**src/rtl/ysyx_22041071_ifu_pkg.sv**
```systemverilog
// Shared constants for the instruction fetch unit: bus widths, reset PC and
// FSM state encodings. Imported by the IFU top and its FIFO.
// Ports: none (package).
package ysyx_22041071_ifu_pkg;

  localparam int unsigned IFU_ADDR_W = 64;
  localparam int unsigned IFU_INS_W  = 32;

  localparam logic [63:0] IFU_RESET_PC = 64'h0000_0000_8000_0000;

  // Fetch FSM encodings
  localparam logic [1:0] IFU_IDLE = 2'd0;
  localparam logic [1:0] IFU_REQ  = 2'd1;
  localparam logic [1:0] IFU_WAIT = 2'd2;

endpackage

```
**src/rtl/ysyx_22041071_ifu_fifo.sv**
```systemverilog
// Purpose: synchronous FIFO with flush, used to buffer fetched {pc, ins}.
// Latency: 1 cycle push-to-head; no bypass. Backpressure: push at full is
//          accepted only together with a pop; count_o feeds request credit.
// Ports: clk, reset (sync, active-high), push_i/data_i, pop_i, flush_i,
//        head_o, empty_o, full_o, count_o.
module ysyx_22041071_ifu_fifo #(
  parameter int unsigned WIDTH = 96,
  parameter int unsigned DEPTH = 2,
  localparam int unsigned PTR_W = $clog2(DEPTH),
  localparam int unsigned CNT_W = PTR_W + 1
) (
  input  logic             clk,
  input  logic             reset,
  input  logic             push_i,
  input  logic [WIDTH-1:0] data_i,
  input  logic             pop_i,
  input  logic             flush_i,
  output logic [WIDTH-1:0] head_o,
  output logic             empty_o,
  output logic             full_o,
  output logic [CNT_W-1:0] count_o
);

  logic [WIDTH-1:0] mem_q [DEPTH];
  logic [PTR_W-1:0] rd_ptr_q, wr_ptr_q;
  logic [CNT_W-1:0] cnt_q;
  logic             do_push, do_pop;

  assign empty_o = (cnt_q == '0);
  assign full_o  = (cnt_q == CNT_W'(DEPTH));
  assign count_o = cnt_q;
  assign head_o  = mem_q[rd_ptr_q];

  assign do_pop  = pop_i & ~empty_o & ~flush_i;
  // A push at full is legal only when the head leaves in the same cycle.
  assign do_push = push_i & ~flush_i & (~full_o | do_pop);

  always_ff @(posedge clk) begin
    if (reset || flush_i) begin
      rd_ptr_q <= '0;
      wr_ptr_q <= '0;
      cnt_q    <= '0;
    end else begin
      if (do_push) wr_ptr_q <= wr_ptr_q + PTR_W'(1);
      if (do_pop)  rd_ptr_q <= rd_ptr_q + PTR_W'(1);
      case ({do_push, do_pop})
        2'b10:   cnt_q <= cnt_q + CNT_W'(1);
        2'b01:   cnt_q <= cnt_q - CNT_W'(1);
        default: cnt_q <= cnt_q;
      endcase
    end
  end

  // Storage needs no reset: occupancy alone decides what is visible.
  always_ff @(posedge clk) begin
    if (do_push) mem_q[wr_ptr_q] <= data_i;
  end

endmodule

```
**src/rtl/ysyx_22041071_ifu.sv**
```systemverilog
// Purpose: instruction fetch unit; owns the PC, one outstanding imem request,
//          buffers responses and offers {PC2, Ins1} to ID over valid2/ready2.
// Latency: >=1 cycle from imem response to valid2. Backpressure: ready2 low
//          fills the FIFO, then imem_req_valid stays low until space frees up.
// Ports: clk/reset (sync, active-high); imem_req_* / imem_addr / imem_rsp_*;
//        PC2/Ins1/valid2/ready2 to ID; id_/ex_redirect + targets.
// Optional macro IFU_PERF_CNT_EN adds perf_fetch_cnt and perf_flush_cnt.
module ysyx_22041071_ifu
  import ysyx_22041071_ifu_pkg::*;
#(
  parameter int unsigned       ADDR_W     = IFU_ADDR_W,
  parameter int unsigned       INS_W      = IFU_INS_W,
  parameter logic [ADDR_W-1:0] RESET_PC   = ADDR_W'(IFU_RESET_PC),
  parameter int unsigned       FIFO_DEPTH = 2
) (
  input  logic              clk,
  input  logic              reset,
  output logic              imem_req_valid,
  input  logic              imem_req_ready,
  output logic [ADDR_W-1:0] imem_addr,
  input  logic              imem_rsp_valid,
  input  logic [INS_W-1:0]  imem_rsp_data,
  output logic [ADDR_W-1:0] PC2,
  output logic [INS_W-1:0]  Ins1,
  output logic              valid2,
  input  logic              ready2,
  input  logic              id_redirect,
  input  logic [ADDR_W-1:0] id_target,
  input  logic              ex_redirect,
  input  logic [ADDR_W-1:0] ex_target
`ifdef IFU_PERF_CNT_EN
  ,
  output logic [63:0]       perf_fetch_cnt,
  output logic [63:0]       perf_flush_cnt
`endif
);

  localparam int unsigned CNT_W = $clog2(FIFO_DEPTH) + 1;
  localparam int unsigned ENT_W = ADDR_W + INS_W;

  logic [1:0]        state_q, state_d;
  logic [ADDR_W-1:0] pc_q, pc_d;
  logic [ADDR_W-1:0] issued_pc_q, issued_pc_d;
  logic              drop_q, drop_d;

  logic              redirect;
  logic [ADDR_W-1:0] raw_target, redirect_pc;
  logic              in_flight, req_credit, req_fire;
  logic              rsp_in_wait, push, pop;
  logic [ENT_W-1:0]  fifo_head;
  logic              fifo_empty, fifo_full;
  logic [CNT_W-1:0]  fifo_cnt;

  // EX resolves older instructions than ID, so its target wins.
  assign redirect    = (id_redirect | ex_redirect) & ~reset;
  assign raw_target  = ex_redirect ? ex_target : id_target;
  assign redirect_pc = {raw_target[ADDR_W-1:2], 2'b00};

  // Every issued request owns a FIFO slot until its response lands, so the
  // response can always be pushed without overflow.
  assign in_flight  = (state_q == IFU_WAIT);
  assign req_credit = ~fifo_full &
                      ((fifo_cnt + CNT_W'(in_flight)) < CNT_W'(FIFO_DEPTH));

  assign imem_req_valid = (state_q == IFU_REQ) & req_credit & ~reset;
  assign imem_addr      = {pc_q[ADDR_W-1:2], 2'b00};
  assign req_fire       = imem_req_valid & imem_req_ready;

  assign rsp_in_wait = (state_q == IFU_WAIT) & imem_rsp_valid & ~reset;
  assign push        = rsp_in_wait & ~drop_q & ~redirect;

  // Offer is squashed combinationally in a redirect cycle: the head is stale.
  assign valid2 = ~fifo_empty & ~(id_redirect | ex_redirect) & ~reset;
  assign pop    = valid2 & ready2;
  assign PC2    = (fifo_empty | reset) ? '0 : fifo_head[ENT_W-1:INS_W];
  assign Ins1   = (fifo_empty | reset) ? '0 : fifo_head[INS_W-1:0];

  ysyx_22041071_ifu_fifo #(
    .WIDTH (ENT_W),
    .DEPTH (FIFO_DEPTH)
  ) u_fifo (
    .clk     (clk),
    .reset   (reset),
    .push_i  (push),
    .data_i  ({issued_pc_q, imem_rsp_data}),
    .pop_i   (pop),
    .flush_i (redirect),
    .head_o  (fifo_head),
    .empty_o (fifo_empty),
    .full_o  (fifo_full),
    .count_o (fifo_cnt)
  );

  always_comb begin
    state_d     = state_q;
    pc_d        = pc_q;
    issued_pc_d = issued_pc_q;
    drop_d      = drop_q;
    case (state_q)
      IFU_IDLE: state_d = IFU_REQ;
      IFU_REQ: begin
        if (req_fire) begin
          issued_pc_d = pc_q;
          pc_d        = pc_q + ADDR_W'(4);
          state_d     = IFU_WAIT;
        end
      end
      IFU_WAIT: begin
        if (imem_rsp_valid) begin
          drop_d  = 1'b0;
          state_d = IFU_REQ;
        end
      end
      default: state_d = IFU_IDLE;
    endcase
    if (redirect) begin
      pc_d = redirect_pc;
      // Mark the outstanding fetch stale; a response landing in this very
      // cycle is already discarded via push, so no mark is needed then.
      if ((state_q == IFU_WAIT && !imem_rsp_valid) ||
          (state_q == IFU_REQ && req_fire)) begin
        drop_d = 1'b1;
      end
    end
  end

  always_ff @(posedge clk) begin
    if (reset) begin
      state_q     <= IFU_IDLE;
      pc_q        <= RESET_PC;
      issued_pc_q <= '0;
      drop_q      <= 1'b0;
    end else begin
      state_q     <= state_d;
      pc_q        <= pc_d;
      issued_pc_q <= issued_pc_d;
      drop_q      <= drop_d;
    end
  end

`ifdef IFU_PERF_CNT_EN
  logic [63:0] perf_fetch_q, perf_flush_q;
  logic        rsp_dropped;

  assign rsp_dropped = rsp_in_wait & (drop_q | redirect);

  always_ff @(posedge clk) begin
    if (reset) begin
      perf_fetch_q <= '0;
      perf_flush_q <= '0;
    end else begin
      perf_fetch_q <= perf_fetch_q + 64'(pop);
      perf_flush_q <= perf_flush_q + 64'(redirect) + 64'(rsp_dropped);
    end
  end

  assign perf_fetch_cnt = perf_fetch_q;
  assign perf_flush_cnt = perf_flush_q;
`endif

endmodule

```
**config.mk**
```make
export PLATFORM = sky130hd
export DESIGN_NAME = ysyx_22041071_ifu
export DESIGN_NICKNAME = d
export VERILOG_FILES = /design/src/rtl/ysyx_22041071_ifu_pkg.sv /design/src/rtl/ysyx_22041071_ifu_fifo.sv /design/src/rtl/ysyx_22041071_ifu.sv
export SDC_FILE = /design/constraint.sdc
export NUM_CORES = 1
export LEC_CHECK = 0
export BUFFER_PORTS_ARGS = -buffer_cell sky130_fd_sc_hd__buf_2
export CAP_MARGIN = 20
export CORE_MARGIN = 5
export CORE_UTILIZATION = 35
export CTS_CLUSTER_SIZE = 8
export DETAILED_ROUTE_END_ITERATION = 10
export PLACE_DENSITY = 0.56
export SYNTH_ARGS = -nofsm -noshare
export SYNTH_HDL_FRONTEND = slang
export SYNTH_SLANG_ARGS = --single-unit
```
**constraint.sdc**
```tcl
create_clock -name clk -period 14.4 [get_ports clk]
set_input_delay 2.16 -clock clk [delete_from_list [all_inputs] [get_ports clk]]
set_output_delay 2.16 -clock clk [all_outputs]
set_load 0.02 [all_outputs]
```
After elaboration in Yosys (flattened, before gate mapping)
Memories as Yosys holds them, arrays and structs flattened. A register that Yosys moved wholly into a read port is not among the register bits.
Index checks and enable logic that the tools add are counted.
{"block": "word_totals", "ff_bits": 135, "mem_bits_rw": 192, "in_bits": 167, "out_inout_bits": 162, "word_cells": 80, "memories": 1}
{"block": "classes", "addsub": 6, "order_cmp": 1, "n_eq_ne": 7, "n_mux": 18, "n_bitwise": 25, "n_reduce_logical": 14}
{"memory": "u_fifo.mem_q", "depth": 2, "width": 96, "read_ports": 1, "rd_clocked_by_memory_dff": 1, "wr": 1, "line_no": "ysyx_22041071_ifu_fifo.sv:24", "rtl": "logic [WIDTH-1:0] mem_q [DEPTH];"}
{"cell": "$mux W64", "count": 5}
{"cell": "$add A64 B3 Y64 const B", "count": 1}
{"cell": "$mux W32", "count": 1}
{"cell": "$and A1 B1 Y1", "count": 16}
{"cell": "$mux W1", "count": 8}
{"cell": "$eq A2 B2 Y1 const B", "count": 3}
{"cell": "$not A1 Y1", "count": 6}
{"cell": "$pmux W2 S3", "count": 1}
{"cell": "$reduce_and A2 Y1", "count": 3}
{"cell": "$reduce_bool A2 Y1", "count": 3}
{"cell": "$eq A2 B1 Y1 const B", "count": 2}
{"cell": "$logic_not A2 Y1", "count": 2}
{"cell": "$mux W2", "count": 2}
{"cell": "$ne A2 B2 Y1 const B", "count": 2}
{"cell": "$pmux W2 S2", "count": 1}
{"cell": "$or A1 B1 Y1", "count": 3}
{"cell": "$add A1 B1 Y1 const B", "count": 2}
{"cell": "$add A2 B1 Y2", "count": 1}
{"cell": "$add A2 B1 Y2 const B", "count": 1}
{"cell": "$logic_and A1 B1 Y1", "count": 2}
{"cell": "$logic_or A1 B1 Y1", "count": 2}
{"cell": "$lt A2 B2 Y1 const B", "count": 1}
{"cell": "$reduce_or A2 Y1", "count": 1}
{"cell": "$sub A2 B1 Y2 const B", "count": 1}
{"cell": "$logic_not A1 Y1", "count": 1}

Depth between registers and ports, before layout
Gate-level depths: netlist of the first run.
{"block": "logic_depth", "word_depth": 11, "depth_mapped": 10, "mapped_depth_nobuf": 7}

Hierarchy
A second synthesis of the first run with hierarchy kept.
{"block": "unflattened", "hier_cells": 1224, "area_unflattened_um2": 14052.2}
{"mod": "ysyx_22041071_ifu_fifo", "instances": 1, "cells_each": 330, "area_per_inst_um2": 7203.2, "seq_area_each_um2": 5865.6}
{"mod": "ysyx_22041071_ifu", "instances": 1, "cells_each": 894, "area_per_inst_um2": 6849.1, "seq_area_each_um2": 2542.4}

Least setup slack after synthesis of the first run
No wires, ideal clock.
{"block": "synth_path", "path_type": "input to register", "startpoint": "input port ex_redirect", "endpoint": "memory u_fifo.mem_q[0][0], enable pin", "setup_ns": 0.779, "t_arrival_ns": 11.800, "required_ns": 13.621, "path_slack_ns": 1.821, "path_stages": 4, "n_path_buf": 1, "cell_sequence": "clkbuf_1 -> nor2_1 -> nand2_1 -> nor4_1"}
{"block": "synth_via", "elab_chain_len": 11, "word_cells_on_any_way": 15, "classes_between": "2 x mux; 13 x bitwise"}
{"element": "start, declared", "line_no": "ysyx_22041071_ifu.sv:29", "rtl": "input logic ex_redirect,"}
{"element": "$or A1 B1 Y1 *", "line_no": "ysyx_22041071_ifu.sv:55, ysyx_22041071_ifu.sv:73"}
{"element": "$not A1 Y1", "line_no": "ysyx_22041071_ifu.sv:73", "rtl": "assign valid2 = ~fifo_empty & ~(id_redirect | ex_redirect) & ~reset;"}
{"element": "$and A1 B1 Y1 (2 in a row)", "line_no": "ysyx_22041071_ifu.sv:73"}
{"element": "$and A1 B1 Y1", "line_no": "ysyx_22041071_ifu.sv:74", "rtl": "assign pop = valid2 & ready2;"}
{"element": "$and A1 B1 Y1 (2 in a row)", "line_no": "ysyx_22041071_ifu_fifo.sv:34", "rtl": "assign do_pop = pop_i & ~empty_o & ~flush_i;"}
{"element": "$or A1 B1 Y1", "line_no": "ysyx_22041071_ifu_fifo.sv:36", "rtl": "assign do_push = push_i & ~flush_i & (~full_o | do_pop);"}
{"element": "$and A1 B1 Y1 *", "line_no": "ysyx_22041071_ifu_fifo.sv:36"}
{"element": "$mux W1 *", "line_no": "ysyx_22041071_ifu_fifo.sv:56", "rtl": "if (do_push) mem_q[wr_ptr_q] <= data_i;"}
{"element": "$mux W1 (not written as such) *", "line_no": "ysyx_22041071_ifu_fifo.sv:56"}
{"element": "end, declared", "line_no": "ysyx_22041071_ifu_fifo.sv:24"}
Every way passes the cells marked *; elsewhere a longest branch is shown, timed or not.

Final worst setup path of the first run
{"block": "layout_path", "startpoint": "input port reset", "endpoint": "output port PC2[19]"}
{"block": "layout_via", "elab_chain_len": 2}
{"element": "start, declared", "line_no": "ysyx_22041071_ifu.sv:17", "rtl": "input logic reset,"}
{"element": "$or A1 B1 Y1", "line_no": "ysyx_22041071_ifu.sv:75", "rtl": "assign PC2 = (fifo_empty | reset) ? '0 : fifo_head[ENT_W-1:INS_W];"}
{"element": "$mux W64", "line_no": "ysyx_22041071_ifu.sv:75"}
{"element": "end, declared", "line_no": "ysyx_22041071_ifu.sv:23", "rtl": "output logic [ADDR_W-1:0] PC2,"}
No other way between the ends.

==> results of run 1 <==
-- registers in the layout, summed over array words and instances, names as in the netlist, named ones only --
name	flops
u_fifo.mem_q	188
pc_q	62
issued_pc_q	62
u_fifo.wr_ptr_q	1
u_fifo.rd_ptr_q	1
drop_q	1
state_q	2
u_fifo.count_o	2
-- worst reg2reg max path, stage by stage, from the launching register on --
cell,delay [ps]
dfxtp_1,380
or4b_1,730
nor3_4,520
nand4b_1,890
nor4_1,650
xnor2_1,120
a211oi_1,220
-- layer usage --
| metal | vias up | part of all wire [%] |
|---|---|---|
| met4 | 4 | 3.2 |
| li1 | 5187 | - |
| met3 | 69 | 6.1 |
| met5 | - | 0.075 |
| met1 | 5047 | 45 |
| met2 | 361 | 46 |
-- layout make-up --
type                       instances  area, µm²
clock buffer                      81       1300
clock inverter                     1       8.76
fill                            3803      21600
inverter                          27        101
multi-input combinational        864       5050
sequential                       320       8290
tap                              518        648
timing repair buffer             333       1700
-- through the flow --
stage	instance area [µm²]	instances	hold slack, ps	utilization, %	power, mW
6_report	17100	2144	443	44.2	2.12
5_1_grt	17100	2144	454	44.2	2.20
4_1_cts	17100	2144	436	44.2	2.14
3_5_place_dp	15800	2062	438	40.8	1.16
3_3_place_gp	15800	2062	430	40.8	1.16
2_1_floorplan	13800	1295	425	-	1.09
-- worst max-delay path by stage --
| stage | from | end | depth (start not counted) |
|---|---|---|---|
| 6_report | reset | PC2[19] | 5 |
| 3_5_place_dp | reset | PC2[19] | 5 |
| 5_1_grt | reset | PC2[19] | 5 |
| 2_1_floorplan | ex_redirect | u_fifo.mem_q[0][0]$_DFFE_PP_ | 4 |
| 4_1_cts | reset | PC2[19] | 5 |
| 3_3_place_gp | reset | PC2[19] | 5 |
-- report_power, final --
group	internal, mW	switching, mW	total (mW)
Sequential	0.982	0.0294	1.01
Combinational	0.0499	0.0806	0.130
Clock	0.604	0.371	0.975
-- cells by family (layout without fill, tap and decap cells) --
group	after synthesis	after routing	share of synthesized area (%)
simple gates	495	495	16.5
flops	320	320	60.3
compound gates	204	204	8.64
buf+inv	111	442	3.28
mux	103	103	7.53
xor+xnor	57	57	3.63
fa+ha+maj	1	1	0.0910
other cells	1	4	0.0273
-- cells in the final DEF, fill, tap and decap left out, drive strengths merged, types with 2 or more instances in the layout --
master / synthesis / layout
nor2: 157 / 157
a2111oi: 8 / 8
xnor2: 43 / 43
dfxtp: 132 / 132
clkbuf: 52 / 81
and2: 5 / 5
a211oi: 18 / 18
nor3: 28 / 28
o21ai: 17 / 17
conb: 1 / 4
nand3: 32 / 32
and4: 2 / 2
a21oi: 123 / 123
nand2b: 2 / 2
or3: 5 / 5
edfxtp: 188 / 188
nor4: 19 / 19
a32oi: 3 / 3
or4: 2 / 2
xor2: 14 / 14
nand2: 190 / 190
mux2i: 100 / 100
nand4: 26 / 26
nor2b: 13 / 13
nor3b: 4 / 4
mux2: 3 / 3
o22ai: 19 / 19
and3: 6 / 6
a221oi: 2 / 2
buf: 32 / 333
inv: 26 / 27
a22o: 4 / 4
o21a: 2 / 2
==> flow_summary.toml, run 1 <==
[yosys]
synth_seq_cells = 320
yosysMostFrequentCell = "nand2_1"
synth-async-reset-ratio_pct = 0
avgSynthCellArea_um2 = 10.6
synth_area_mm2 = 0.0137
yosysTopAreaCellShare_pct = 41.1
synth_area_leader_cell = "edfxtp_1"
ys.flop_type = "edfxtp_1"
synth.top_cells.by_count = "nand2_1 (190), edfxtp_1 (188), nor2_1 (156)"
synth_cell_types = 57
yosys_warnings = 0
ys_seq_area_share_pct = 60.3
synth-edff-count = 188
synthTopCellsByArea = "edfxtp_1 (41%), dfxtp_1 (19%), mux2i_1 (7.3%)"
postSynthCellCount = 1292

[route]
totalWireLength_um = 42400
num_vias = 10668
final_antenna_net_count = 0
avgRoutedWirePerCell_um = 19.8
first_pass_iters = 4
drc = 0
via_per_inst = 4.98
drt_iter0_markers = 623

[layout]
areaGrowthSynthToFinish_pct = 24.5
finalNetCount = 1759
n_antenna_cell = 0
layout-drive-gt1-share_pct = 24.8

[timing]
relSlewSlack_pct = 30.4
slew_violations = 0
hold_violations = 0
setup_viol = 0
fmax_mhz = 158
rsz0062_at_grt = "false"
fin_crit_ps = 6330
worst_slew_pin_slew_ps = 1040
fin_crit_sh_pct = 44.0
setup-tns-final_ps = 0
skew_ps = 25.0
fin_ws_ps = 8070

[worst_hold_path]
hp-start = "issued_pc_q[57]$_SDFFE_PP0P_"
hold_depth = 0
hold_end = "u_fifo.mem_q[1][89]$_DFFE_PP_"
hold_class = "reg2reg"

[global_route]
gr-usage-met2_pct = 30.0
antenna_found_initial = 2
grt-busiest-layer = "met2"
grt_pass1_wl_um = 64000
track_usage_pct = 18.8
grt.met1_usage_pct = 25.5
grt_max_degree = 86
overflow = 0
grt_pass1_vias = 10534
grtUsageMet3_pct = 4.08

[critical_path]
critPathRequiredTime_ps = 12240
cp-end-kind = "output pin"
crit_fanout = 56
cpPeakStageDelay_ps = 630
cpMostUsedCell = "buf_4"
crit_slowest_cell = "buf_4"
cp.arrival_ps = 4170
crit_family = "buffers and inverters"
crit_chain = "buf_4 -> o21bai_4 -> buf_4 -> nor2_1 -> buf_2"
worstSetupPathType = "in2out"
cp.buffers_inverters = 3
r2r_cells = 6
start_kind = "input port"
r2r_slack_ps = 10780
worstReg2RegStart = "u_fifo.count_o[1]$_SDFFE_PP0P_"
worstReg2RegEnd = "pc_q[55]$_SDFFE_PP0P_"

[place]
dpl.hpwl_um = 28700
portBuffers = 320
place_ws_ps = 8000
gp_congestion = 0.798

[cts]
tritoncts = "built"
holdBufCountCts = 0
cts.repair.resized = 0
cts-root-buf = "clkbuf_16"
clk_latency_ps = 540
numCtsBuffers = 45
clk_path_buf_depth = 3
cts.clk_slew.worst_paths_ps = 50
cts.sinks = 320
postCtsSetupRepairBufs = 0
cts-htree-levels = 2

[floorplanning]
die_area_mm2 = 0.0433
die_y_um = 208
core.rowCount = 72
fp.dieW_um = 208
core_mm2 = 0.0387
num_io_pins = 329
start_util_pct = 35.5

[status]
outcome = "complete, no violations"

[flow_run]
cap_violations = 0

[power]
p_leak_nw = 6.36
powerDensity_mw_per_mm2 = 124
vdd_drop_max_mv = 0.0691
No activity file was read; power rests on OpenSTA's default activity.
==> run 2, diff against run 1 <==
--- a/config.mk
+++ b/config.mk
@@ -11,7 +11,7 @@
 export CORE_UTILIZATION = 35
 export CTS_CLUSTER_SIZE = 8
 export DETAILED_ROUTE_END_ITERATION = 10
-export PLACE_DENSITY = 0.56
+export PLACE_DENSITY = 0.58
 export SYNTH_ARGS = -nofsm -noshare
 export SYNTH_HDL_FRONTEND = slang
 export SYNTH_SLANG_ARGS = --single-unit
==> constraint.sdc (replaced) <==
create_clock -name clk -period 5.5 [get_ports clk]
set_input_delay 0.825 -clock clk [delete_from_list [all_inputs] [get_ports clk]]
set_output_delay 0.825 -clock clk [all_outputs]
set_load 0.02 [all_outputs]
==> flow_summary.toml, run 2 (synthesis gave the netlist of run 1 again) <==
[route]
final_antenna_net_count = 0
via_per_inst = 5.04
first_pass_iters = 7
num_vias = 10855
drt_iter0_markers = 759
totalWireLength_um = 42800
avgRoutedWirePerCell_um = 19.9
drc = 0

[timing]
hold-worst-slack_ps = 443
relSlewSlack_pct = 29.0
setup_viol = 0
fmax_mhz = 280
worst_slew_pin_slew_ps = 1060
fin_crit_sh_pct = 64.9
slew_violations = 0
skew_ps = 16.4
fin_crit_ps = 3570
rsz0062_at_grt = "false"
hold_violations = 0
fin_ws_ps = 1930
setup-tns-final_ps = 0

[layout]
areaGrowthSynthToFinish_pct = 25.7
top_register = "u_fifo.mem_q"
design_area_mm2 = 0.0173
n_antenna_cell = 0
top_regs = "u_fifo.mem_q (188), issued_pc_q (62), pc_q (62)"
largest_reg_flops = 188
finalNetCount = 1765
layout_commonest_cell = "buf_2"
layout-drive-gt1-share_pct = 25.2
utilization_pct = 44.6
instances_no_fill = 2153
mostFrequentLayoutCells = "buf_2 (318), nand2_1 (189), edfxtp_1 (188), nor2_1 (155), dfxtp_1 (131)"

[global_route]
grt_pass1_wl_um = 64300
antenna_found_initial = 0
grt_pass1_vias = 10750
overflow = 0
grt_max_degree = 68
track_usage_pct = 19.0

[cts]
cts.clk_slew.worst_paths_ps = 50
cts.repair.resized = 0
cts-root-buf = "clkbuf_16"
clk_latency_ps = 560
cts-htree-levels = 2
clk_path_buf_depth = 3
cts.sinks = 320
tritoncts = "built"
holdBufCountCts = 0
numCtsBuffers = 46
postCtsSetupRepairBufs = 0

[floorplanning]
start_util_pct = 35.5
die_area_mm2 = 0.0433
num_io_pins = 329
fp.dieW_um = 208
die_y_um = 208
core.rowCount = 72
core_mm2 = 0.0387

[place]
portBuffers = 320
place_area_mm2 = 0.0159
place_ws_ps = 1720
numPlacedInstances = 2067
dpl.hpwl_um = 29600
gp_congestion = 0.820

[critical_path]
r2r_cells = 6
cp.arrival_ps = 2740
worstSetupPathType = "in2out"
start_kind = "input port"
critPathRequiredTime_ps = 4680
cp-end-kind = "output pin"
crit_fanout = 65

[power]
p_leak_nw = 6.43
vdd_drop_max_mv = 0.202
p_total_mw = 5.68
powerDensity_mw_per_mm2 = 329

[worst_hold_path]
hold_class = "reg2reg"
hold_depth = 0

[flow_run]
cap_violations = 0

[status]
outcome = "complete, no violations"
## run 2: report_power, final
| part | leakage, nW | total (mW) | switching (mW) | internal, mW |
|---|---|---|---|---|
| Combinational | 2.74 | 0.347 | 0.216 | 0.131 |
| Sequential | 3.02 | 2.65 | 0.0744 | 2.57 |
| Clock | 0.665 | 2.68 | 0.995 | 1.69 |
| Total | 6.43 | 5.68 | 1.29 | 4.39 |
## run 2: cell type report
type | count | area (µm²)
multi-input cells | 864 | 5050
well taps | 518 | 648
repair buffers | 338 | 1780
clock buffers | 86 | 1400
flip-flops and latches | 320 | 8290
inverters | 27 | 101
fillers | 3756 | 21500
## run 2: final timing paths
check	from	end	slack [ps]
max	reset	PC2[44]	1930
min reg2reg	issued_pc_q[30]$_SDFFE_PP0P_	u_fifo.mem_q[0][62]$_DFFE_PP_	440
max reg2reg	u_fifo.count_o[1]$_SDFFE_PP0P_	pc_q[37]$_SDFFE_PP0P_	2570
min	issued_pc_q[30]$_SDFFE_PP0P_	u_fifo.mem_q[0][62]$_DFFE_PP_	440
## run 2: per-layer routing
| layer | share of wire, % | track usage [%] |
|---|---|---|
| met4 | 2.4 | 6.30 |
| met1 | 45 | 25.6 |
| met3 | 6.4 | 4.01 |
| met5 | 0 | 0 |
| met2 | 47 | 30.8 |
## run 2: worst max-delay path, cell delays in order
cell and delay, ps:
buf_4 580, o21bai_4 550, buf_12 360, nor2_1 120, buf_2 180
==> run 3, diff against run 2 <==
==> constraint.sdc (replaced) <==
create_clock -name clk -period 3.2 [get_ports clk]
set_input_delay 0.48 -clock clk [delete_from_list [all_inputs] [get_ports clk]]
set_output_delay 0.48 -clock clk [all_outputs]
set_load 0.02 [all_outputs]
==> flow_summary.toml, run 3 (synthesis gave the netlist of run 1 again) <==
[critical_path]
cp.depth = 4
cp.arrival_ps = 2340
crit_end = "Ins1[14]"
r2r_cells = 7
crit_family = "compound AO/OA/AOI/OAI gates"
crit_fanout = 43
start_kind = "flop"
cp-end-kind = "output pin"
critPathRequiredTime_ps = 2720
worstReg2RegEnd = "pc_q[37]$_SDFFE_PP0P_"
crit_chain = "o21bai_4 -> buf_12 -> nor2_1 -> buf_2"
cpPeakStageDelay_ps = 820
worstReg2RegStart = "u_fifo.count_o[1]$_SDFFE_PP0P_"
worstSetupPathType = "reg2out"
r2r_slack_ps = 480
crit_slowest_cell = "o21bai_4"
cp.buffers_inverters = 2
crit_start = "u_fifo.count_o[0]$_SDFFE_PP0P_"

[power]
intPower_mw = 7.54
power.share.clock_pct = 47.1
powerDensity_mw_per_mm2 = 558
pwr-share-seq_pct = 46.6
comb_power_share_pct = 6.3
p_leak_nw = 6.55
vdd_drop_max_mv = 0.342
switching_share_pct = 22.7
netSwitchingPower_mw = 2.21

[global_route]
track_usage_pct = 19.1
antenna_found_initial = 2
grt_max_degree = 72
grt_pass1_vias = 10795
overflow = 0
grt_pass1_wl_um = 65300

[worst_hold_path]
hold_class = "in2reg"
hp-start = "imem_rsp_data[1]"

[timing]
relSlewSlack_pct = 32.6
hold-worst-slack_ps = 131
setup-tns-final_ps = 0
worst_slew_pin_slew_ps = 1010
fin_crit_sh_pct = 88.0
hold_violations = 0
rsz0062_at_grt = "false"
fmax_mhz = 355
fin_crit_ps = 2820
skew_ps = 15.1
slew_violations = 0
setup_viol = 0
fin_ws_ps = 383

[cts]
numCtsBuffers = 46
postCtsSetupRepairBufs = 0
clk_latency_ps = 540
tritoncts = "built"
cts-htree-levels = 2
cts.sinks = 320
holdBufCountCts = 0
cts-root-buf = "clkbuf_16"
cts.clk_slew.worst_paths_ps = 50
cts.repair.resized = 0
clk_path_buf_depth = 3

[place]
dpl.hpwl_um = 30100
portBuffers = 320
place_area_mm2 = 0.0161
place_ws_ps = 324
gp_congestion = 0.829

[route]
num_vias = 10875
route.met2.wl_um = 20500
via_per_inst = 5.01
top_layer_used = "met5"
met1_length_um = 18600
final_antenna_net_count = 0
drt_iter0_markers = 604
totalWireLength_um = 42800
met3_length_um = 2850
drc = 0
avgRoutedWirePerCell_um = 19.7
first_pass_iters = 4

[floorplanning]
die_area_mm2 = 0.0433
core.rowCount = 72
fp.dieW_um = 208
core_mm2 = 0.0387
start_util_pct = 35.5
num_io_pins = 329
die_y_um = 208

[status]
outcome = "complete, no violations"

[layout]
top_regs = "u_fifo.mem_q (188), issued_pc_q (62), pc_q (62)"
mostFrequentLayoutCells = "buf_2 (318), nand2_1 (188), edfxtp_1 (188), nor2_1 (154), dfxtp_1 (131)"
utilization_pct = 45.1
design_area_mm2 = 0.0175
largest_reg_flops = 188
finalNetCount = 1784
areaGrowthSynthToFinish_pct = 27.1
layout-drive-gt1-share_pct = 26.3
top_register = "u_fifo.mem_q"
fillerInstances = 3723
n_antenna_cell = 0
layout_commonest_cell = "buf_2"

[flow_run]
cap_violations = 0
-- run 3: cell count changes in the layout (fill, tap and decap cells not counted), moves of 2 or more --
cell      delta
buf_12       +4
buf_4       +15
clkbuf_1     -3
nand2_4      +2
-- run 3: routing by layer --
layer,GRT usage [%],up-vias
li1,-,5242
met1,25.6,5176
met3,4.02,59
met4,4.69,4
met5,0,-
met2,31.8,394
-- run 3: layout make-up --
| class | count | area, µm² | area share, % |
|---|---|---|---|
| multi-input cells | 864 | 5070 | 29.0 |
| repair buffers | 357 | 1970 | 11.3 |
| clock buffers | 83 | 1390 | 7.93 |
| flip-flops and latches | 320 | 8290 | 47.5 |
| well taps | 518 | 648 | 3.71 |
| inverters | 27 | 103 | 0.587 |
-- run 3: power groups by stage --
stage	Sequential (mW)	Combinational (mW)	Clock [mW]
floorplan	4.65	0.270	0
global placement	4.62	0.610	0
detailed placement	4.62	0.618	0
CTS	4.54	0.621	4.69
global route	4.55	0.674	4.89
finish	4.54	0.615	4.59
-- run 3: metrics by stage --
| step | cells | power [mW] |
|---|---|---|
| global placement | 2086 | 5.23 |
| detailed placement | 2086 | 5.24 |
| finish | 2169 | 9.75 |
| floorplan | 1295 | 4.92 |
| CTS | 2169 | 9.85 |
| global route | 2169 | 10.1 |
-- run 3: worst min-delay path by stage --
stage                                          to  slack, ps  cells past startpoint
global placement    u_fifo.mem_q[1][40]$_DFFE_PP_        430                      0
finish               u_fifo.mem_q[0][1]$_DFFE_PP_        130                      1
global route         u_fifo.mem_q[0][1]$_DFFE_PP_        110                      1
floorplan           u_fifo.mem_q[0][34]$_DFFE_PP_        430                      0
CTS                  u_fifo.mem_q[1][0]$_DFFE_PP_        100                      1
detailed placement  u_fifo.mem_q[0][56]$_DFFE_PP_        440                      0
-- run 3: worst reg2reg max path, cell delays in order, from the launching register on --
cell and delay (ps):
dfxtp_1 380, or4b_1 710, or3_1 490, nor4_1 400
buf_4 200, nand4_1 150, xnor2_1 180, o22ai_1 90
